**src/rtl/sb_xform_pkg.sv**
```systemverilog
// Shared types and lane arithmetic for the switchboard lane transformer.
package sb_xform_pkg;

    typedef enum logic [1:0] {
        OP_PASS = 2'd0,
        OP_ADD  = 2'd1,
        OP_SUB  = 2'd2,
        OP_XOR  = 2'd3
    } op_e;

    typedef enum logic {
        StIdle,
        StInPkt
    } state_e;

    // Lane math runs at this width; callers keep the low LANEW bits, which is modulo 2^LANEW.
    localparam int unsigned LaneMaxW = 32;

    function automatic logic [LaneMaxW-1:0] lane_op(input op_e op,
                                                    input logic [LaneMaxW-1:0] a,
                                                    input logic [LaneMaxW-1:0] k);
        logic [LaneMaxW-1:0] r;
        case (op)
            OP_ADD:  r = a + k;
            OP_SUB:  r = a - k;
            OP_XOR:  r = a ^ k;
            default: r = a;
        endcase
        return r;
    endfunction

endpackage

```
**src/rtl/sb_xform_fifo.sv**
```systemverilog
// Synchronous FIFO with occupancy count; head entry reads as zero while empty.
module sb_xform_fifo #(
    parameter int unsigned Width = 8,
    parameter int unsigned Depth = 4
) (
    input  logic                       clk_i,
    input  logic                       rst_i,
    input  logic                       wr_en_i,
    input  logic [Width-1:0]           wr_data_i,
    input  logic                       rd_en_i,
    output logic [Width-1:0]           rd_data_o,
    output logic [$clog2(Depth):0]     count_o,
    output logic                       full_o,
    output logic                       empty_o
);

    localparam int unsigned PtrW = $clog2(Depth);
    localparam int unsigned CntW = PtrW + 1;

    logic [Width-1:0] mem_q [Depth];
    logic [PtrW-1:0]  wr_ptr_q, wr_ptr_d;
    logic [PtrW-1:0]  rd_ptr_q, rd_ptr_d;
    logic [CntW-1:0]  count_q, count_d;
    logic             push, pop;

    assign full_o  = (count_q == CntW'(Depth));
    assign empty_o = (count_q == '0);
    assign count_o = count_q;
    // Full blocks a push even when a pop happens in the same cycle.
    assign push    = wr_en_i && !full_o;
    assign pop     = rd_en_i && !empty_o;

    assign rd_data_o = empty_o ? '0 : mem_q[rd_ptr_q];

    always_comb begin
        wr_ptr_d = wr_ptr_q;
        rd_ptr_d = rd_ptr_q;
        count_d  = count_q;
        if (push) wr_ptr_d = wr_ptr_q + PtrW'(1);
        if (pop)  rd_ptr_d = rd_ptr_q + PtrW'(1);
        if (push && !pop) begin
            count_d = count_q + CntW'(1);
        end else if (!push && pop) begin
            count_d = count_q - CntW'(1);
        end
    end

    always_ff @(posedge clk_i) begin
        if (rst_i) begin
            wr_ptr_q <= '0;
            rd_ptr_q <= '0;
            count_q  <= '0;
        end else begin
            wr_ptr_q <= wr_ptr_d;
            rd_ptr_q <= rd_ptr_d;
            count_q  <= count_d;
        end
    end

    always_ff @(posedge clk_i) begin
        if (push) mem_q[wr_ptr_q] <= wr_data_i;
    end

endmodule

```
**src/rtl/sb_lane_xform.sv**
```systemverilog
// Switchboard packet transformer: per-lane op with a per-packet latched constant, elastic buffer.
// Optional packet/beat counters are built when SB_XFORM_STATS_EN is defined.
module sb_lane_xform
    import sb_xform_pkg::*;
#(
    parameter int unsigned DW    = 256,
    parameter int unsigned DESTW = 32,
    parameter int unsigned LANEW = 8,
    parameter int unsigned DEPTH = 4
) (
    input  logic             clk,
    input  logic             rst,
    input  logic [1:0]       cfg_op,
    input  logic [LANEW-1:0] cfg_k,
    input  logic [DW-1:0]    in_data,
    input  logic [DESTW-1:0] in_dest,
    input  logic             in_last,
    input  logic             in_valid,
    output logic             in_ready,
    output logic [DW-1:0]    out_data,
    output logic [DESTW-1:0] out_dest,
    output logic             out_last,
    output logic             out_valid,
    input  logic             out_ready,
    output logic             busy
`ifdef SB_XFORM_STATS_EN
    ,
    input  logic             stat_clr,
    output logic [31:0]      stat_pkts,
    output logic [31:0]      stat_beats
`endif
);

    localparam int unsigned Lanes = DW / LANEW;
    localparam int unsigned EntW  = DW + DESTW + 1;
    localparam int unsigned CntW  = $clog2(DEPTH) + 1;

    state_e           state_q;
    op_e              op_q;
    logic [LANEW-1:0] k_q;
    op_e              eff_op;
    logic [LANEW-1:0] eff_k;
    logic [DW-1:0]    xf_data;
    logic [CntW-1:0]  fifo_count;
    logic             fifo_full, fifo_empty;
    logic             push;

    assign push   = in_valid && in_ready;
    // First beat of a packet uses the live config; the rest reuse what it latched.
    assign eff_op = (state_q == StIdle) ? op_e'(cfg_op) : op_q;
    assign eff_k  = (state_q == StIdle) ? cfg_k : k_q;

    always_ff @(posedge clk) begin
        if (rst) begin
            state_q <= StIdle;
            op_q    <= OP_PASS;
            k_q     <= '0;
        end else if (push) begin
            case (state_q)
                StIdle: begin
                    op_q    <= op_e'(cfg_op);
                    k_q     <= cfg_k;
                    state_q <= in_last ? StIdle : StInPkt;
                end
                default: begin
                    if (in_last) state_q <= StIdle;
                end
            endcase
        end
    end

    for (genvar i = 0; i < Lanes; i++) begin : g_lane
        logic [LaneMaxW-1:0] res;
        assign res = lane_op(eff_op, LaneMaxW'(in_data[i*LANEW +: LANEW]), LaneMaxW'(eff_k));
        assign xf_data[i*LANEW +: LANEW] = res[LANEW-1:0];
        if (LANEW < LaneMaxW) begin : g_hi
            logic unused_hi;
            assign unused_hi = ^res[LaneMaxW-1:LANEW];
        end
    end

    sb_xform_fifo #(
        .Width (EntW),
        .Depth (DEPTH)
    ) u_fifo (
        .clk_i     (clk),
        .rst_i     (rst),
        .wr_en_i   (push),
        .wr_data_i ({in_last, in_dest, xf_data}),
        .rd_en_i   (out_ready),
        .rd_data_o ({out_last, out_dest, out_data}),
        .count_o   (fifo_count),
        .full_o    (fifo_full),
        .empty_o   (fifo_empty)
    );

    assign in_ready  = !fifo_full;
    assign out_valid = !fifo_empty;
    assign busy      = (state_q == StInPkt) || (fifo_count != '0);

`ifdef SB_XFORM_STATS_EN
    logic [31:0] stat_pkts_q, stat_beats_q;
    logic        pop;

    assign pop = out_valid && out_ready;

    always_ff @(posedge clk) begin
        if (rst || stat_clr) begin
            stat_pkts_q  <= '0;
            stat_beats_q <= '0;
        end else if (pop) begin
            stat_beats_q <= stat_beats_q + 32'd1;
            if (out_last) stat_pkts_q <= stat_pkts_q + 32'd1;
        end
    end

    assign stat_pkts  = stat_pkts_q;
    assign stat_beats = stat_beats_q;
`endif

endmodule

```
**config.mk**
```make
export PLATFORM = sky130hd
export DESIGN_NAME = sb_lane_xform
export DESIGN_NICKNAME = d
export VERILOG_FILES = /design/src/rtl/sb_xform_pkg.sv /design/src/rtl/sb_xform_fifo.sv /design/src/rtl/sb_lane_xform.sv
export SDC_FILE = /design/constraint.sdc
export NUM_CORES = 2
export LEC_CHECK = 0
export CORE_ASPECT_RATIO = 1.4
export CORE_MARGIN = 4
export CORE_UTILIZATION = 64
export DETAILED_ROUTE_END_ITERATION = 7
export DONT_BUFFER_PORTS = 1
export PLACE_DENSITY = 0.88
export SLEW_MARGIN = 20
export SYNTH_ARGS = -nofsm -noshare
export SYNTH_HDL_FRONTEND = slang
export SYNTH_SLANG_ARGS = --single-unit
```
**constraint.sdc**
```tcl
create_clock -name clk -period 11.5 [get_ports clk]
set_clock_uncertainty 0.05 [all_clocks]
set_input_delay 2.3 -clock clk [delete_from_list [all_inputs] [get_ports clk]]
set_output_delay 2.3 -clock clk [all_outputs]
set_load 0.005 [all_outputs]
```
# After elaboration in Yosys (flattened, before gate mapping)
# Memories as Yosys holds them, arrays and structs flattened. A register that Yosys moved wholly into a read port is not among the register bits.
# Cells that the tools add are included.
# op_classes
n_addsub,68
n_eq_ne,4
n_mux,42
bitwise_logic,32
n_reduce_logical,13
# ops
operator,n
8-bit case mux with 3 select lines,32
289-bit 2-to-1 mux,1
8-bit adder,32
8-bit subtractor,32
8-bit XOR,32
8-bit 2-to-1 mux,1
2-bit 2-to-1 mux,3
3-bit 2-to-1 mux,2
1-bit logical AND,5
2-bit by 1-bit adder with 2-bit output (second input constant),2
2-bit == test (second input constant),2
1-bit zero test,4
3-bit by 1-bit adder with 3-bit output (second input constant),1
3-bit == test (second input constant),1
3-bit zero test,1
1-bit 2-to-1 mux,3
3-bit nonzero test,1
3-bit by 1-bit subtractor with 3-bit output (second input constant),1
2-bit by 1-bit == test with 1-bit output (second input constant),1
2-bit nonzero test,1
1-bit logical OR,1
# word_totals
reg_bits,18
ramBits,1156
in_bits,303
wordCells,166
memories,1
# mem_list
memory,depth,word_bits,rd,rd_clocked_by_memory_dff,wr,line,rtl
u_fifo.mem_q,4,289,1,1,1,sb_xform_fifo.sv:20,logic [Width-1:0] mem_q [Depth];

# Depth between registers and ports, before layout
# depth
depth_word,8
mapped_depth,18
ltp_nobuf,15

# Hierarchy
# From an unflattened synthesis, not the netlist that was laid out.
# hier_totals
cells_unflattened,4578
hier_area_um2,61461.4
# modules_own_cells
mod,instances,cells_each,area_each_um2
sb_xform_fifo,1,1879,44067.3
sb_lane_xform,1,2699,17394.2

# Worst setup path after synthesis
# Ideal clock, no wire load.
# synth_path
kind,input to register
from,in in_valid
to,"mem u_fifo.mem_q[0][0] (netlist name), enable pin"
arrival_ns,8.925
t_required_ns,10.761
slack_ns,1.836
path_stages,1
path_cell_list,and3_1
# synth_via
elab_chain_cells,4
# synth_rtl
item,line,rtl
start: declaration,sb_lane_xform.sv:18,"input logic in_valid,"
1-bit logical AND,sb_lane_xform.sv:48,assign push = in_valid && in_ready;
1-bit logical AND,sb_xform_fifo.sv:30,assign push = wr_en_i && !full_o;
1-bit 2-to-1 mux,sb_xform_fifo.sv:61,if (push) mem_q[wr_ptr_q] <= wr_data_i;
1-bit 2-to-1 mux (implied by the code),sb_xform_fifo.sv:61,
end: declaration,sb_xform_fifo.sv:20,
# Every way passes these cells.

# Worst setup path after layout
# layout_path
from,in cfg_k[3]
to,mem u_fifo.mem_q[0][151] (netlist name) (data pin)
# layout_via
elab_chain_cells,3
word_cells_on_any_way,4
classes_between,add/sub: 2; mux: 2
# layout_rtl
item,line,rtl
start: declaration,sb_lane_xform.sv:14,"input logic [LANEW-1:0] cfg_k,"
8-bit 2-to-1 mux *,--,
8-bit subtractor or 8-bit adder (tied branches),"sb_xform_pkg.sv:25, sb_xform_pkg.sv:24",
8-bit case mux with 3 select lines *,sb_xform_pkg.sv:23,case (op)
named net g_lane[18].res[7],sb_lane_xform.sv:73,logic [LaneMaxW-1:0] res;
# The timed path passes the listed nets; every way through them passes the cells marked *.

==> results.sh <==
export IMPL_grt_pass1_wl_mm=256
export IMPL_clk_insertion_delay_late_ps=720
export IMPL_cts_tree="yes"
export IMPL_r2r_setup_slack_ps=5860
export IMPL_cp_endpoint="u_fifo.mem_q[0][151]"
export IMPL_drive_gt1_share_pct=13.3
export IMPL_fin_area_um2=65000
export IMPL_syn_area_per_cell_um2=13.4
export IMPL_clock_sink_count=1176
export IMPL_violations="DRC"
export IMPL_drtIter0Drc=5731
export IMPL_min_path_type="flop to flop"
export IMPL_setup_tns_ps=0
export IMPL_grt_overflow=0
export IMPL_place_hpwl_mm=111
export IMPL_ff2ff_path_depth=12
export IMPL_fin_cells=5595
export IMPL_post_place_ws_ps=4510
export IMPL_initial_utilization_pct=64.6
export IMPL_post_cts_buffers=0
export IMPL_startpoint="cfg_k[3]"
export IMPL_grt_max_degree=169
export IMPL_path_clk_slew_ps=70
export IMPL_grt_use_total_pct=35.0
export IMPL_critPathKind="primary input to flop"
export IMPL_routed_wirelength_mm=177
export IMPL_p_leak_nw=22.5
export IMPL_slew_headroom_pct=26.0
export IMPL_whs_ps=462
export IMPL_die_h_um=373
export IMPL_synth_edff_count=1156
export IMPL_cts_hold_buf=0
export IMPL_whs_path_depth=2
export IMPL_yosysTopAreaCellShare_pct=57.1
export IMPL_p_per_area_nw_per_um2=247
export IMPL_placed_cell_area_um2=61400
export IMPL_synth_most_common_cell="edfxtp_1"
export IMPL_ys_seq_area_share_pct=57.8
export IMPL_rsz0062_at_grt="no"
export IMPL_setup_viol=0
export IMPL_coreArea_um2=94000
export IMPL_synth_cell_type_count=55
export IMPL_ant_nets=0
export IMPL_vias=39800
export IMPL_arrival_ps=6780
export IMPL_fin_nets=4700
export IMPL_drc_errors=27
export IMPL_die_area_um2=100000
export IMPL_place_inst=5396
export IMPL_synthFlopType="edfxtp_1"
export IMPL_synthTopCellsByArea="edfxtp_1, mux4_2, and2_1"
export IMPL_tightest_slew_ps=1110
export IMPL_vdd_drop_max_mv=0.235
export IMPL_netlist_instances=4518
export IMPL_synthTopCellsByCount="edfxtp_1, nand2_1, and2_1, mux4_2, o21ai_0"
export IMPL_yosysWarnings=0
export IMPL_io_pins=595
export IMPL_async_flop_share_pct=0
export IMPL_numCtsBuffers=107
export IMPL_area_growth_pct=7.06
export IMPL_nFillCells=5831
export IMPL_synth_nets=4928
export IMPL_post_cts_resized=0
export IMPL_vias_per_cell=7.12
export IMPL_setup_slack_ps=5100
export IMPL_io_buffers=0
export IMPL_detail_route_wl_per_cell_um=31.7
export IMPL_drv_slew=0
export IMPL_globalplace_congestion=0.915
export IMPL_cts_root_buf="clkbuf_16"
export IMPL_post_route_period_util_pct=55.6
export IMPL_htreeDepth=3
export IMPL_fmax_mhz=156
export IMPL_design_power_total_mw=16.1
export IMPL_grt_pass1_vias=39600
export IMPL_cap_viol_max_count=0
export IMPL_syn_area_um2=60800
export IMPL_dr_pass1_iters=8
export IMPL_critPathMaxFanout=63
export IMPL_crit_path_start_kind="primary input"
export IMPL_yosysTopAreaCell="edfxtp_1"
export IMPL_placementRows=133
export IMPL_rr_startpoint="state_q"
export IMPL_final_hold_viol_count=0
export IMPL_clk_path_buf_depth=3
export IMPL_worst_setup_path_end_kind="flop"
export IMPL_diodes=0
export IMPL_synth_seq_cells=1176
export IMPL_status="complete, but fails checks"
export IMPL_cp_required_ps=11890
export IMPL_final_core_util_pct=69.2
export IMPL_period_needed_ps=6400
export IMPL_r2r_end="u_fifo.mem_q[0][151]"
export IMPL_antenna_found_initial=3
export IMPL_die_w_um=268
## kinds of logic (layout without fill, tap and decap cells)
logic type                 count (synthesis)  in the layout  synth area share, %
DFF                                     1176           1176                 57.8
and+or+nand+nor                         1037           1037                 7.93
AOI/OAI and AO/OA                        895            895                 9.97
buffers and inverters                    571            433                 3.93
muxes                                    406            406                 12.7
adders and majority gates                237            237                 4.79
xor gates and xnor gates                 196            196                 2.89
## power breakdown
| part | switching [mW] | total [mW] | internal (mW) |
|---|---|---|---|
| Combinational | 3.90 | 6.33 | 2.43 |
| Sequential | 0.200 | 6.00 | 5.80 |
| Clock | 1.61 | 3.75 | 2.14 |
| Total | 5.71 | 16.1 | 10.4 |
## state kept, by name, indices dropped and copies added (netlist names), named ones only
register / flops
u_fifo.wr_ptr_q: 2
u_fifo.mem_q: 1156
k_q: 8
state_q: 1
u_fifo.count_o: 3
op_q: 2
u_fifo.rd_ptr_q: 2
## metal layers
layer	routed length, µm	up-vias	track usage [%]
met3	25700	778	13.7
met4	14400	4	23.9
li1	-	16700	-
met2	82700	2965	55.5
met1	54500	19400	39.0
met5	31	-	0
## layout make-up
type                       count  area (µm²)  share of cell area (%)
tap                         1215        1520                    2.34
sequential                  1176       35100                    54.0
multi-input combinational   2771       23500                    36.1
timing repair buffer          61         583                   0.896
clock buffer                 128        2810                    4.32
clock inverter                71         876                    1.35
inverter                     173         651                    1.00
## worst max-delay path, stage by stage
cell	delay, ps
mux2i_4	120
buf_4	410
buf_4	540
a31oi_2	230
xnor2_4	600
buf_4	710
o221ai_1	520
a31oi_1	320
maj3_1	280
xnor2_1	90
o311ai_1	560
## worst min-delay path by stage
stage                              endpoint               from  slack, ps
after global placement    u_fifo.count_o[2]  u_fifo.count_o[2]        430
after floorplan           u_fifo.count_o[2]  u_fifo.count_o[2]        420
after CTS                            k_q[1]             k_q[1]        460
after global routing                op_q[1]            op_q[1]        490
final                                k_q[1]             k_q[1]        460
after detailed placement            op_q[0]            op_q[0]        440
## cells in the final DEF (no fill, tap or decap), types with 58 or more instances in the layout
cell type	count
a21o_1	158
and2_1	291
maj3_1	111
ha_1	72
inv_1	171
a21oi_1	58
clkbuf_16	109
edfxtp_1	1156
a22oi_1	105
nor2_1	232
a222oi_1	101
mux2i_1	107
nand2_1	377
xor2_1	63
o21ai_0	287
mux4_2	289
xnor2_1	126
nor3_1	109
Note: power is estimated with default switching activity, not from simulation.
